### config.mk
export PLATFORM = sky130hd
export DESIGN_NAME = stage_output_mixer
export DESIGN_NICKNAME = d
export VERILOG_FILES = /design/src/rtl/stage_output_mixer_pkg.sv /design/src/rtl/stage_output_mixer_saturate_shift.sv /design/src/rtl/stage_output_mixer.sv
export SDC_FILE = /design/constraint.sdc
export NUM_CORES = 1
export LEC_CHECK = 0
export BUFFER_PORTS_ARGS = -buffer_cell sky130_fd_sc_hd__buf_2
export CORE_AREA = 2 2 120 76
export CTS_CLUSTER_DIAMETER = 200
export DETAILED_ROUTE_END_ITERATION = 12
export DIE_AREA = 0 0 122 78
export PLACE_DENSITY = 0.93
export SLEW_MARGIN = 20
export SYNTH_ARGS = -nofsm -noshare
export SYNTH_HDL_FRONTEND = slang
export SYNTH_SLANG_ARGS = --single-unit
### constraint.sdc
create_clock -name i_Clock -period 8.3 [get_ports i_Clock]
set_input_delay 0.415 -clock i_Clock [delete_from_list [all_inputs] [get_ports i_Clock]]
set_output_delay 0.415 -clock i_Clock [all_outputs]
set_load 0.01 [all_outputs]
### src/rtl/stage_output_mixer_pkg.sv
// Shared constants, types and helpers for the operator output mixer.
// This package owns the frame geometry and the carrier-flag position in the algorithm word.
package stage_output_mixer_pkg;

    localparam int NUM_VOICES              = 16;
    localparam int NUM_OPERATORS           = 8;
    localparam int VOICE_BITS              = $clog2(NUM_VOICES);
    localparam int OPERATOR_BITS           = $clog2(NUM_OPERATORS);
    localparam int VOICE_OPERATOR_ID_WIDTH = VOICE_BITS + OPERATOR_BITS;
    localparam int ALGORITHM_WORD_WIDTH    = 8;
    localparam int CARRIER_BIT             = 0;

    typedef logic [VOICE_OPERATOR_ID_WIDTH-1:0] voice_operator_id_t;
    typedef logic [ALGORITHM_WORD_WIDTH-1:0]    algorithm_word_t;

    localparam voice_operator_id_t LAST_VOICE_OPERATOR_ID =
        voice_operator_id_t'(NUM_VOICES * NUM_OPERATORS - 1);

    typedef enum logic [0:0] {
        WAIT_SYNC = 1'b0,
        RUN       = 1'b1
    } mixer_state_t;

    function automatic voice_operator_id_t make_voice_operator_id(
        input logic [VOICE_BITS-1:0]    voice,
        input logic [OPERATOR_BITS-1:0] operator_index
    );
        return {voice, operator_index};
    endfunction

    function automatic logic [VOICE_BITS-1:0] get_voice_id(input voice_operator_id_t id);
        return id[VOICE_OPERATOR_ID_WIDTH-1:OPERATOR_BITS];
    endfunction

    function automatic logic get_is_carrier(input algorithm_word_t word);
        return word[CARRIER_BIT];
    endfunction

endpackage

### src/rtl/stage_output_mixer_saturate_shift.sv
// Arithmetic right shift of a wide signed sum followed by clamping to signed 16 bits.
// Purely combinational so later output stages can reuse it.
module stage_output_mixer_saturate_shift #(
    parameter int IN_WIDTH = 24,
    parameter int SHIFT    = 3
) (
    input  logic signed [IN_WIDTH-1:0] value,
    output logic signed [15:0]         result
);

    localparam logic signed [IN_WIDTH-1:0] SAT_MAX = {{(IN_WIDTH-16){1'b0}}, 16'h7fff};
    localparam logic signed [IN_WIDTH-1:0] SAT_MIN = {{(IN_WIDTH-16){1'b1}}, 16'h8000};

    logic signed [IN_WIDTH-1:0] shifted_s;

    assign shifted_s = value >>> SHIFT;

    // Clamp the shifted sum into the 16-bit sample range.
    always_comb begin
        if (shifted_s > SAT_MAX) begin
            result = 16'sh7fff;
        end else if (shifted_s < SAT_MIN) begin
            result = 16'sh8000;
        end else begin
            result = shifted_s[15:0];
        end
    end

endmodule

### src/rtl/stage_output_mixer.sv
// Final operator stage: writes operator results back to the modulator and mixes carrier
// operators over a full frame into one saturated 16-bit sample, flagging sequence faults.
module stage_output_mixer
    import stage_output_mixer_pkg::*;
#(
    parameter int ACC_WIDTH  = 24,
    parameter int GAIN_SHIFT = 3
) (
    input  logic                                i_Clock,
    input  logic                                i_Reset,
    input  logic                                i_Valid,
    input  logic [VOICE_OPERATOR_ID_WIDTH-1:0]  i_VoiceOperator,
    input  logic [ALGORITHM_WORD_WIDTH-1:0]     i_AlgorithmWord,
    input  logic                                i_NoteOn,
    input  logic signed [15:0]                  i_OperatorOutput,
    output logic [VOICE_OPERATOR_ID_WIDTH-1:0]  o_OperatorWritebackID,
    output logic signed [15:0]                  o_OperatorWritebackValue,
    output logic signed [15:0]                  o_Sample,
    output logic                                o_SampleValid,
    output logic                                o_FrameError
);

    logic                                s1_valid_r;
    logic                                s1_first_r;
    logic                                s1_last_r;
    logic [VOICE_OPERATOR_ID_WIDTH-1:0]  s1_id_r;
    logic signed [ACC_WIDTH-1:0]         s1_contrib_r;

    mixer_state_t                        state_r;
    mixer_state_t                        state_nxt_s;
    logic [VOICE_OPERATOR_ID_WIDTH-1:0]  expected_r;
    logic [VOICE_OPERATOR_ID_WIDTH-1:0]  expected_nxt_s;
    logic signed [ACC_WIDTH-1:0]         acc_r;
    logic signed [ACC_WIDTH-1:0]         acc_nxt_s;
    logic signed [ACC_WIDTH-1:0]         sum_s;
    logic signed [15:0]                  mixed_s;
    logic                                emit_s;
    logic                                error_s;

    assign sum_s = acc_r + s1_contrib_r;

    stage_output_mixer_saturate_shift #(
        .IN_WIDTH (ACC_WIDTH),
        .SHIFT    (GAIN_SHIFT)
    ) u_saturate_shift (
        .value  (sum_s),
        .result (mixed_s)
    );

    // Writeback register: holds across idle slots since the modulator rewrites every clock.
    always_ff @(posedge i_Clock) begin
        if (i_Reset) begin
            o_OperatorWritebackID    <= '0;
            o_OperatorWritebackValue <= 16'sd0;
        end else if (i_Valid) begin
            o_OperatorWritebackID    <= i_VoiceOperator;
            o_OperatorWritebackValue <= i_NoteOn ? i_OperatorOutput : 16'sd0;
        end
    end

    // Stage 1: gate and sign-extend the carrier contribution, tag frame boundaries.
    always_ff @(posedge i_Clock) begin
        if (i_Reset) begin
            s1_valid_r   <= 1'b0;
            s1_first_r   <= 1'b0;
            s1_last_r    <= 1'b0;
            s1_id_r      <= '0;
            s1_contrib_r <= '0;
        end else begin
            s1_valid_r   <= i_Valid;
            s1_first_r   <= (i_VoiceOperator == '0);
            s1_last_r    <= (i_VoiceOperator == LAST_VOICE_OPERATOR_ID);
            s1_id_r      <= i_VoiceOperator;
            if (i_Valid && i_NoteOn && get_is_carrier(i_AlgorithmWord)) begin
                s1_contrib_r <= {{(ACC_WIDTH-16){i_OperatorOutput[15]}}, i_OperatorOutput};
            end else begin
                s1_contrib_r <= '0;
            end
        end
    end

    // Stage 2 sequencing: frame sync, accumulate, sample emission and fault detection.
    always_comb begin
        state_nxt_s    = state_r;
        expected_nxt_s = expected_r;
        acc_nxt_s      = acc_r;
        emit_s         = 1'b0;
        error_s        = 1'b0;
        if (s1_valid_r) begin
            case (state_r)
                WAIT_SYNC: begin
                    if (s1_first_r) begin
                        acc_nxt_s      = s1_contrib_r;
                        expected_nxt_s = VOICE_OPERATOR_ID_WIDTH'(1);
                        state_nxt_s    = RUN;
                    end else begin
                        state_nxt_s    = WAIT_SYNC;
                    end
                end
                RUN: begin
                    if (s1_id_r == expected_r) begin
                        acc_nxt_s = s1_first_r ? s1_contrib_r : sum_s;
                        if (s1_last_r) begin
                            emit_s         = 1'b1;
                            expected_nxt_s = '0;
                        end else begin
                            expected_nxt_s = expected_r + VOICE_OPERATOR_ID_WIDTH'(1);
                        end
                    end else begin
                        // A stray ID 0 is taken as the start of a fresh frame rather than lost.
                        error_s = 1'b1;
                        if (s1_first_r) begin
                            acc_nxt_s      = s1_contrib_r;
                            expected_nxt_s = VOICE_OPERATOR_ID_WIDTH'(1);
                        end else begin
                            state_nxt_s    = WAIT_SYNC;
                        end
                    end
                end
                default: begin
                    state_nxt_s = WAIT_SYNC;
                end
            endcase
        end else begin
            state_nxt_s = state_r;
        end
    end

    // Stage 2 state and output registers.
    always_ff @(posedge i_Clock) begin
        if (i_Reset) begin
            state_r       <= WAIT_SYNC;
            expected_r    <= '0;
            acc_r         <= '0;
            o_Sample      <= 16'sd0;
            o_SampleValid <= 1'b0;
            o_FrameError  <= 1'b0;
        end else begin
            state_r       <= state_nxt_s;
            expected_r    <= expected_nxt_s;
            acc_r         <= acc_nxt_s;
            o_SampleValid <= emit_s;
            o_FrameError  <= error_s;
            if (emit_s) begin
                o_Sample <= mixed_s;
            end
        end
    end

endmodule

Word-level counts from Yosys, hierarchy flattened
Index checks and enable logic that the tools add are counted.
{"block": "word_totals", "regBits": 99, "input_bits": 35, "output_inout_bits": 41}
{"block": "classes", "eq_ne": 2, "reduce_logical": 5, "addsub": 2, "order_cmp": 2, "bitwise_logic": 3, "mux": 19}
{"cell": "24-bit 2-to-1 mux", "count": 3}
{"cell": "16-bit 2-to-1 mux", "count": 3}
{"cell": "24-bit one-hot mux with 2 select lines", "count": 1}
{"cell": "24-bit by 16-bit adder with 24-bit output", "count": 1}
{"cell": "21-bit by 16-bit > comparator with 1-bit output (second input constant)", "count": 1}
{"cell": "21-bit by 16-bit less-than comparator with 1-bit output (second input constant)", "count": 1}
{"cell": "7-bit 2-to-1 mux", "count": 3}
{"cell": "7-bit one-hot mux with 2 select lines", "count": 1}
{"cell": "7-bit by 1-bit adder with 7-bit output (second input constant)", "count": 1}
{"cell": "7-bit equality test", "count": 1}
{"cell": "7-bit equality test (second input constant)", "count": 1}
{"cell": "7-bit zero test", "count": 1}
{"cell": "1-bit 2-to-1 mux", "count": 7}
{"cell": "1-bit inverter", "count": 3}
{"cell": "3-bit OR reduction", "count": 1}
{"cell": "1-bit logical AND", "count": 2}
{"cell": "1-bit one-hot mux with 2 select lines", "count": 1}
{"cell": "2-bit OR reduction", "count": 1}

Logic depth before layout (Yosys ltp)
{"block": "logic_depth", "word_depth": 4, "ltp_mapped": 13, "depth_no_buf": 12}

Hierarchy
Synthesis repeated with hierarchy kept, for this count alone.
{"block": "hier_totals", "hier_cells": 677, "area_unflattened_um2": 5542.8}
{"mod": "stage_output_mixer", "instances": 1, "area_each_um2": 5351.4, "cells_per_inst": 653}
{"mod": "stage_output_mixer_saturate_shift", "instances": 1, "area_each_um2": 191.4, "cells_per_inst": 24}

Least setup slack after synthesis
No wires, ideal clock.
{"block": "synth_timing", "path_kind": "flip-flop to flip-flop", "start": "register s1_contrib_r[0]", "end": "register o_Sample[9]", "required_ns": 8.219, "path_stages_with_launch": 14, "synth_period_minus_slack_ns": 3.189, "path_buffers": 1, "path_slack_ns": 5.111, "setup_ns": 0.081, "arrival_ns": 3.108, "cell_sequence": "dfxtp_1 ha_1 fa_1 a21o_2 a31oi_1 o21ai_2 a32o_2 a41oi_4 o21bai_2 xnor2_1 o41ai_4 buf_6 nand2_1 a211oi_2"}
{"block": "synth_via", "elab_chain_cells": 4, "elab_cells_between_ends": 5, "cone_classes": "add/sub (1); order compare (2); mux (2)"}
{"element": "start: declaration", "line_no": "stage_output_mixer.sv:27", "text": "logic signed [ACC_WIDTH-1:0] s1_contrib_r;"}
{"element": "start signal: assignment", "line_no": "stage_output_mixer.sv:75", "text": "s1_contrib_r <= {{(ACC_WIDTH-16){i_OperatorOutput[15]}}, i_OperatorOutput};"}
{"element": "24-bit by 16-bit adder with 24-bit output (*)", "line_no": "stage_output_mixer.sv:40", "text": "assign sum_s = acc_r + s1_contrib_r;"}
{"element": "21-bit by 16-bit less-than comparator with 1-bit output", "line_no": "stage_output_mixer_saturate_shift.sv:22", "text": "end else if (shifted_s < SAT_MIN) begin"}
{"element": "16-bit 2-to-1 mux", "line_no": "stage_output_mixer_saturate_shift.sv:22"}
{"element": "16-bit 2-to-1 mux (*)", "line_no": "stage_output_mixer_saturate_shift.sv:20", "text": "if (shifted_s > SAT_MAX) begin"}
{"element": "end signal: assignment", "line_no": "stage_output_mixer.sv:145", "text": "o_Sample <= mixed_s;"}
{"element": "end: declaration", "line_no": "stage_output_mixer.sv:18", "text": "output logic signed [15:0] o_Sample,"}
Every way passes the cells marked *; elsewhere a longest branch is shown, timed or not.
A chain may end at the register's enable or synchronous reset.

Final worst setup path
{"block": "layout_timing", "start": "register s1_contrib_r[0]", "end": "register o_Sample[4]"}
Same word-level chain as after synthesis.

==> flow_summary.html <==
<table>
<tr><th>Metric</th><th>Value</th></tr>
<tr><th colspan="2">Status</th></tr>
<tr><td>Result of the run</td><td>finished, final reports clean</td></tr>
<tr><th colspan="2">Yosys</th></tr>
<tr><td>Fraction of post-synthesis cell area in the top cell type by area</td><td>between 30% and 40%</td></tr>
<tr><td>Synthesis Warnings</td><td>0</td></tr>
<tr><td>Asr flop ratio synth</td><td>0%</td></tr>
<tr><td>Number of enable-type register cells in the synthesized netlist</td><td>0</td></tr>
<tr><td>Total nets after synthesis</td><td>about 650</td></tr>
<tr><td>Cell count after synthesis</td><td>a little under 600</td></tr>
<tr><td>Distinct cell type count of the synthesized netlist</td><td>60</td></tr>
<tr><td>Post-synthesis sequential area ratio</td><td>about two fifths</td></tr>
<tr><td>Synthesized area divided by synthesized cell count</td><td>8.54 µm²</td></tr>
<tr><td>Post-synthesis instance area</td><td>between 5000 and 6000 µm²</td></tr>
<tr><td>Dominant cells by area after synthesis</td><td>sky130_fd_sc_hd__dfxtp_1, sky130_fd_sc_hd__nor2_1, sky130_fd_sc_hd__ha_1</td></tr>
<tr><td>Cell type contributing the most total cell area after synthesis</td><td>sky130_fd_sc_hd__dfxtp_1</td></tr>
<tr><td>Number of flip-flops and latches in the synthesized netlist</td><td>a little under 100</td></tr>
<tr><td>Prevailing post-synth register cell</td><td>sky130_fd_sc_hd__dfxtp_1</td></tr>
<tr><th colspan="2">Cells and area</th></tr>
<tr><td>Count of antenna diodes in the layout</td><td>0</td></tr>
<tr><td>Layout overhead on the synthesized area</td><td>12.5%</td></tr>
<tr><td>Total non-filler cell area in the finished layout</td><td>roughly 5700 µm²</td></tr>
<tr><td>Most common library cell in the layout ignoring fill and taps</td><td>sky130_fd_sc_hd__dfxtp_1</td></tr>
<tr><td>Post-route non-filler standard cell count</td><td>around 760</td></tr>
<tr><td>Number of fill cells</td><td>~630</td></tr>
<tr><td>Commonest non-fill, non-tap cells in the layout</td><td>sky130_fd_sc_hd__dfxtp_1, sky130_fd_sc_hd__nor2_1, sky130_fd_sc_hd__buf_2</td></tr>
<tr><td>NumNets Final</td><td>700</td></tr>
<tr><td>Share of post-route cells with drive strength above 1</td><td>17.4%</td></tr>
<tr><th colspan="2">Power and ir drop</th></tr>
<tr><td>Total power density per cell area</td><td>about 170 nW/µm²</td></tr>
<tr><td>Internal power</td><td>just over 700 µW</td></tr>
<tr><td>VDD IR-drop max</td><td>around 0.14 mV</td></tr>
<tr><td>Fraction of power spent switching nets</td><td>24.7%</td></tr>
<tr><td>Standby leakage power</td><td>0.00246 µW</td></tr>
<tr><td>Gate power share</td><td>under 10%</td></tr>
<tr><td>Share of total power in the clock network</td><td>42.6%</td></tr>
<tr><td>Switching power total</td><td>roughly 230 µW</td></tr>
<tr><td>Seq pwr share</td><td>51.5%</td></tr>
<tr><th colspan="2">Clocking</th></tr>
<tr><td>Number of hold buffers added after CTS</td><td>0</td></tr>
<tr><td>Number of sinks driven by the clock tree</td><td>slightly below 100</td></tr>
<tr><td>Clock Pin Slew Worst Setup and Hold Paths</td><td>around 0.070 ns</td></tr>
<tr><td>Post-CTS Setup Inserts</td><td>0</td></tr>
<tr><td>Number of CTS-inserted buffers</td><td>9</td></tr>
<tr><td>Library cell used as clock root buffer</td><td>sky130_fd_sc_hd__clkbuf_16</td></tr>
<tr><td>Maximum root-to-sink buffer count</td><td>2</td></tr>
<tr><td>TritonCTS clock tree</td><td>done</td></tr>
<tr><td>Max H-tree Level</td><td>3</td></tr>
<tr><td>Later-pin clock latency in the skew report</td><td>between 0.3 and 0.4 ns</td></tr>
<tr><td>Post-cts gate resize count</td><td>0</td></tr>
<tr><th colspan="2">Die</th></tr>
<tr><td>Floorplan row count</td><td>26</td></tr>
<tr><td>Initial core utilization</td><td>roughly three fifths</td></tr>
<tr><td>Total core area</td><td>~8300 µm²</td></tr>
<tr><td>I/O Pins</td><td>76</td></tr>
<tr><td>Horizontal die dimension</td><td>approximately 120 µm</td></tr>
<tr><td>Height of the chip</td><td>roughly 78 µm</td></tr>
<tr><td>Total Die Area</td><td>9520 µm²</td></tr>
<tr><th colspan="2">Place</th></tr>
<tr><td>Post-placement worst setup slack</td><td>4.46 ns</td></tr>
<tr><td>Placed inst area</td><td>about 5400 µm²</td></tr>
<tr><td>Port Buffers</td><td>~70</td></tr>
<tr><td>Dpl cells</td><td>approximately 740</td></tr>
<tr><td>Post-DP HPWL</td><td>about 9 mm</td></tr>
<tr><td>Routability congestion estimate</td><td>~1</td></tr>
<tr><th colspan="2">Routing</th></tr>
<tr><td>Average detailed-routed wire length per instance</td><td>between 15 and 20 µm</td></tr>
<tr><td>Vias per std cell</td><td>about 6</td></tr>
<tr><td>Number of antenna-violating nets in the routed design</td><td>0</td></tr>
<tr><td>First-pass detailed-route iteration total</td><td>8</td></tr>
<tr><td>Detailed-route via count</td><td>around 4600</td></tr>
<tr><td>Routed WL</td><td>approximately 12 mm</td></tr>
<tr><td>DRC</td><td>0</td></tr>
<tr><td>Drt first-iter violations</td><td>401</td></tr>
<tr><th colspan="2">GRT</th></tr>
<tr><td>Global-route wire length before repair</td><td>around 20 mm</td></tr>
<tr><td>Met2 track utilization from global routing</td><td>between 40% and 50%</td></tr>
<tr><td>Met3 layer usage reported by global route</td><td>a little under a tenth</td></tr>
<tr><td>Global routing met1 resource utilization</td><td>36.7%</td></tr>
<tr><td>Peak-usage layer in the global routing report</td><td>met2</td></tr>
<tr><td>Global-route total usage across every layer</td><td>a little over a quarter</td></tr>
<tr><td>Initial antenna violation count</td><td>0</td></tr>
<tr><td>Pin count of the biggest net entering global routing</td><td>84</td></tr>
<tr><td>Total congestion overflow after global routing</td><td>0</td></tr>
<tr><td>Vias in the first global route</td><td>4306</td></tr>
<tr><th colspan="2">Flow run</th></tr>
<tr><td>Max-cap violation count</td><td>0</td></tr>
<tr><th colspan="2">Setup path</th></tr>
<tr><td>Capturing point of the worst reg2reg path</td><td>o_Sample[4]</td></tr>
<tr><td>Worst EP required</td><td>~8.6 ns</td></tr>
<tr><td>Kind of end point of the critical path</td><td>flip-flop</td></tr>
<tr><td>Worst path slowest cell</td><td>sky130_fd_sc_hd__o41ai_4</td></tr>
<tr><td>Critical path class</td><td>reg -&gt; reg</td></tr>
<tr><td>Critical-path maximum fanout</td><td>15</td></tr>
<tr><td>Number of cells on the worst reg-to-reg path</td><td>12</td></tr>
<tr><td>Kind of start point of the critical path</td><td>flip-flop</td></tr>
<tr><td>Reg2reg start</td><td>s1_contrib_r[0]</td></tr>
<tr><td>Worst setup slack for register-to-register paths</td><td>roughly 4.3 ns</td></tr>
<tr><td>Peak per-stage delay on the critical path</td><td>a little under 1 ns</td></tr>
<tr><td>Critical path data arrival time</td><td>4.21 ns</td></tr>
<tr><td>Crit-path cells</td><td>ha_1 -&gt; fa_1 -&gt; a21o_2 -&gt; a31oi_1 -&gt; o21ai_2 -&gt; a32o_2 -&gt; a41oi_4 -&gt; o21bai_2 -&gt; xnor2_1 -&gt; o41ai_4 -&gt; nand2_1 -&gt; a211oi_1</td></tr>
<tr><th colspan="2">STA</th></tr>
<tr><td>Crit share post-route</td><td>47.6%</td></tr>
<tr><td>Number of hold violations in the final report</td><td>0</td></tr>
<tr><td>RSZ-0062 raised after global routing</td><td>no</td></tr>
<tr><td>Post-route setup TNS</td><td>0 ns</td></tr>
<tr><td>Worst Clk Skew</td><td>0.00799 ns</td></tr>
<tr><td>Worst-margin pin slew</td><td>about 1 ns</td></tr>
<tr><td>Shortest period the worst path allows</td><td>3.95 ns</td></tr>
<tr><td>Worst slew margin</td><td>31.5%</td></tr>
<tr><td>Final number of max-transition violations</td><td>0</td></tr>
<tr><td>Number of endpoints failing setup at the final stage</td><td>0</td></tr>
<tr><td>Post-route worst setup slack</td><td>~4.3 ns</td></tr>
<tr><td>F_max</td><td>253 MHz</td></tr>
<tr><th colspan="2">Min path</th></tr>
<tr><td>Hold path cells</td><td>2</td></tr>
<tr><td>Hold worst-path end</td><td>s1_contrib_r[4]</td></tr>
<tr><td>Worst hold start</td><td>i_OperatorOutput[4]</td></tr>
<tr><td>Min-delay worst type</td><td>in -&gt; reg</td></tr>
</table>
[layer usage]
layer / wire [µm] / vias up / share of wire, %
met1: 5630 / 2119 / 45
li1: - / 2196 / -
met2: 5440 / 218 / 44
met5: 0 / - / 0
met4: 167 / 0 / 1.3
met3: 1190 / 20 / 9.6
[how the worst max path moves through the flow]
stage,start,endpoint,slack (ns)
6_report,s1_contrib_r[0],o_Sample[4],4.35
5_1_grt,s1_contrib_r[0],o_Sample[12],4.27
4_1_cts,s1_contrib_r[0],o_Sample[4],4.46
3_5_place_dp,s1_contrib_r[0],o_Sample[4],4.46
3_3_place_gp,s1_contrib_r[0],o_Sample[5],4.57
2_1_floorplan,s1_contrib_r[0],o_Sample[9],5.11
[power by group through the flow]
| stage | combinational [µW] | clock [µW] | sequential [µW] |
|---|---|---|---|
| 2_1_floorplan | 32.2 | 0 | 500 |
| 3_3_place_gp | 52.4 | 0 | 498 |
| 3_5_place_dp | 54.7 | 0 | 499 |
| 4_1_cts | 55.0 | 412 | 488 |
| 5_1_grt | 61.0 | 434 | 489 |
| 6_report | 55.9 | 405 | 488 |
[layout make-up]
class | count | area [µm²] | share of cell area, %
clock buffers | 10 | 229 | 4.01
well taps | 112 | 140 | 2.46
clock inverters | 6 | 56.3 | 0.987
flip-flops and latches | 99 | 1980 | 34.7
multi-input cells | 456 | 2930 | 51.3
repair buffers | 70 | 355 | 6.23
inverters | 4 | 15.0 | 0.263
[logic make-up after synthesis]
logic type | synth area share [%]
AOI/OAI and AO/OA | 21.2
xor gates and xnor gates | 5.01
adders and majority gates | 6.31
buffers and inverters | 3.28
DFF | 39.1
muxes | 2.69
and+or+nand+nor | 22.5
[state kept, by name, indices dropped and copies added, names as in the netlist, 7 cells and up]
signal / flops
o_OperatorWritebackValue: 16
expected_r: 7
s1_contrib_r: 16
s1_id_r: 7
o_Sample: 16
acc_r: 24
o_OperatorWritebackID: 7
[synth_stat cells, types with 13 or more instances]
cell type	count
sky130_fd_sc_hd__o21ai_0	23
sky130_fd_sc_hd__xnor2_1	16
sky130_fd_sc_hd__and2_1	21
sky130_fd_sc_hd__a21oi_1	45
sky130_fd_sc_hd__nor2_1	83
sky130_fd_sc_hd__xor2_1	13
sky130_fd_sc_hd__nand2_1	51
sky130_fd_sc_hd__dfxtp_1	99
sky130_fd_sc_hd__nor2b_1	25
sky130_fd_sc_hd__clkbuf_1	24
sky130_fd_sc_hd__a211oi_1	19
sky130_fd_sc_hd__ha_1	24
[per-stage QoR]
stage	utilization (%)	hold WS, ns	power [µW]
2_1_floorplan	-	0.468	532
3_3_place_gp	65.3	0.441	551
3_5_place_dp	65.4	0.466	553
4_1_cts	68.8	0.266	955
5_1_grt	68.8	0.269	984
6_report	68.8	0.276	949
[critical path: cells and delay by family, from the launching register on]
kind	cells	cell delay, ns
and+or+nand+nor	1	0.14
xor gates and xnor gates	1	0.20
DFF	1	0.32
adders and majority gates	2	0.65
AOI/OAI and AO/OA	8	2.54
No activity file was read; power rests on OpenSTA's default activity.
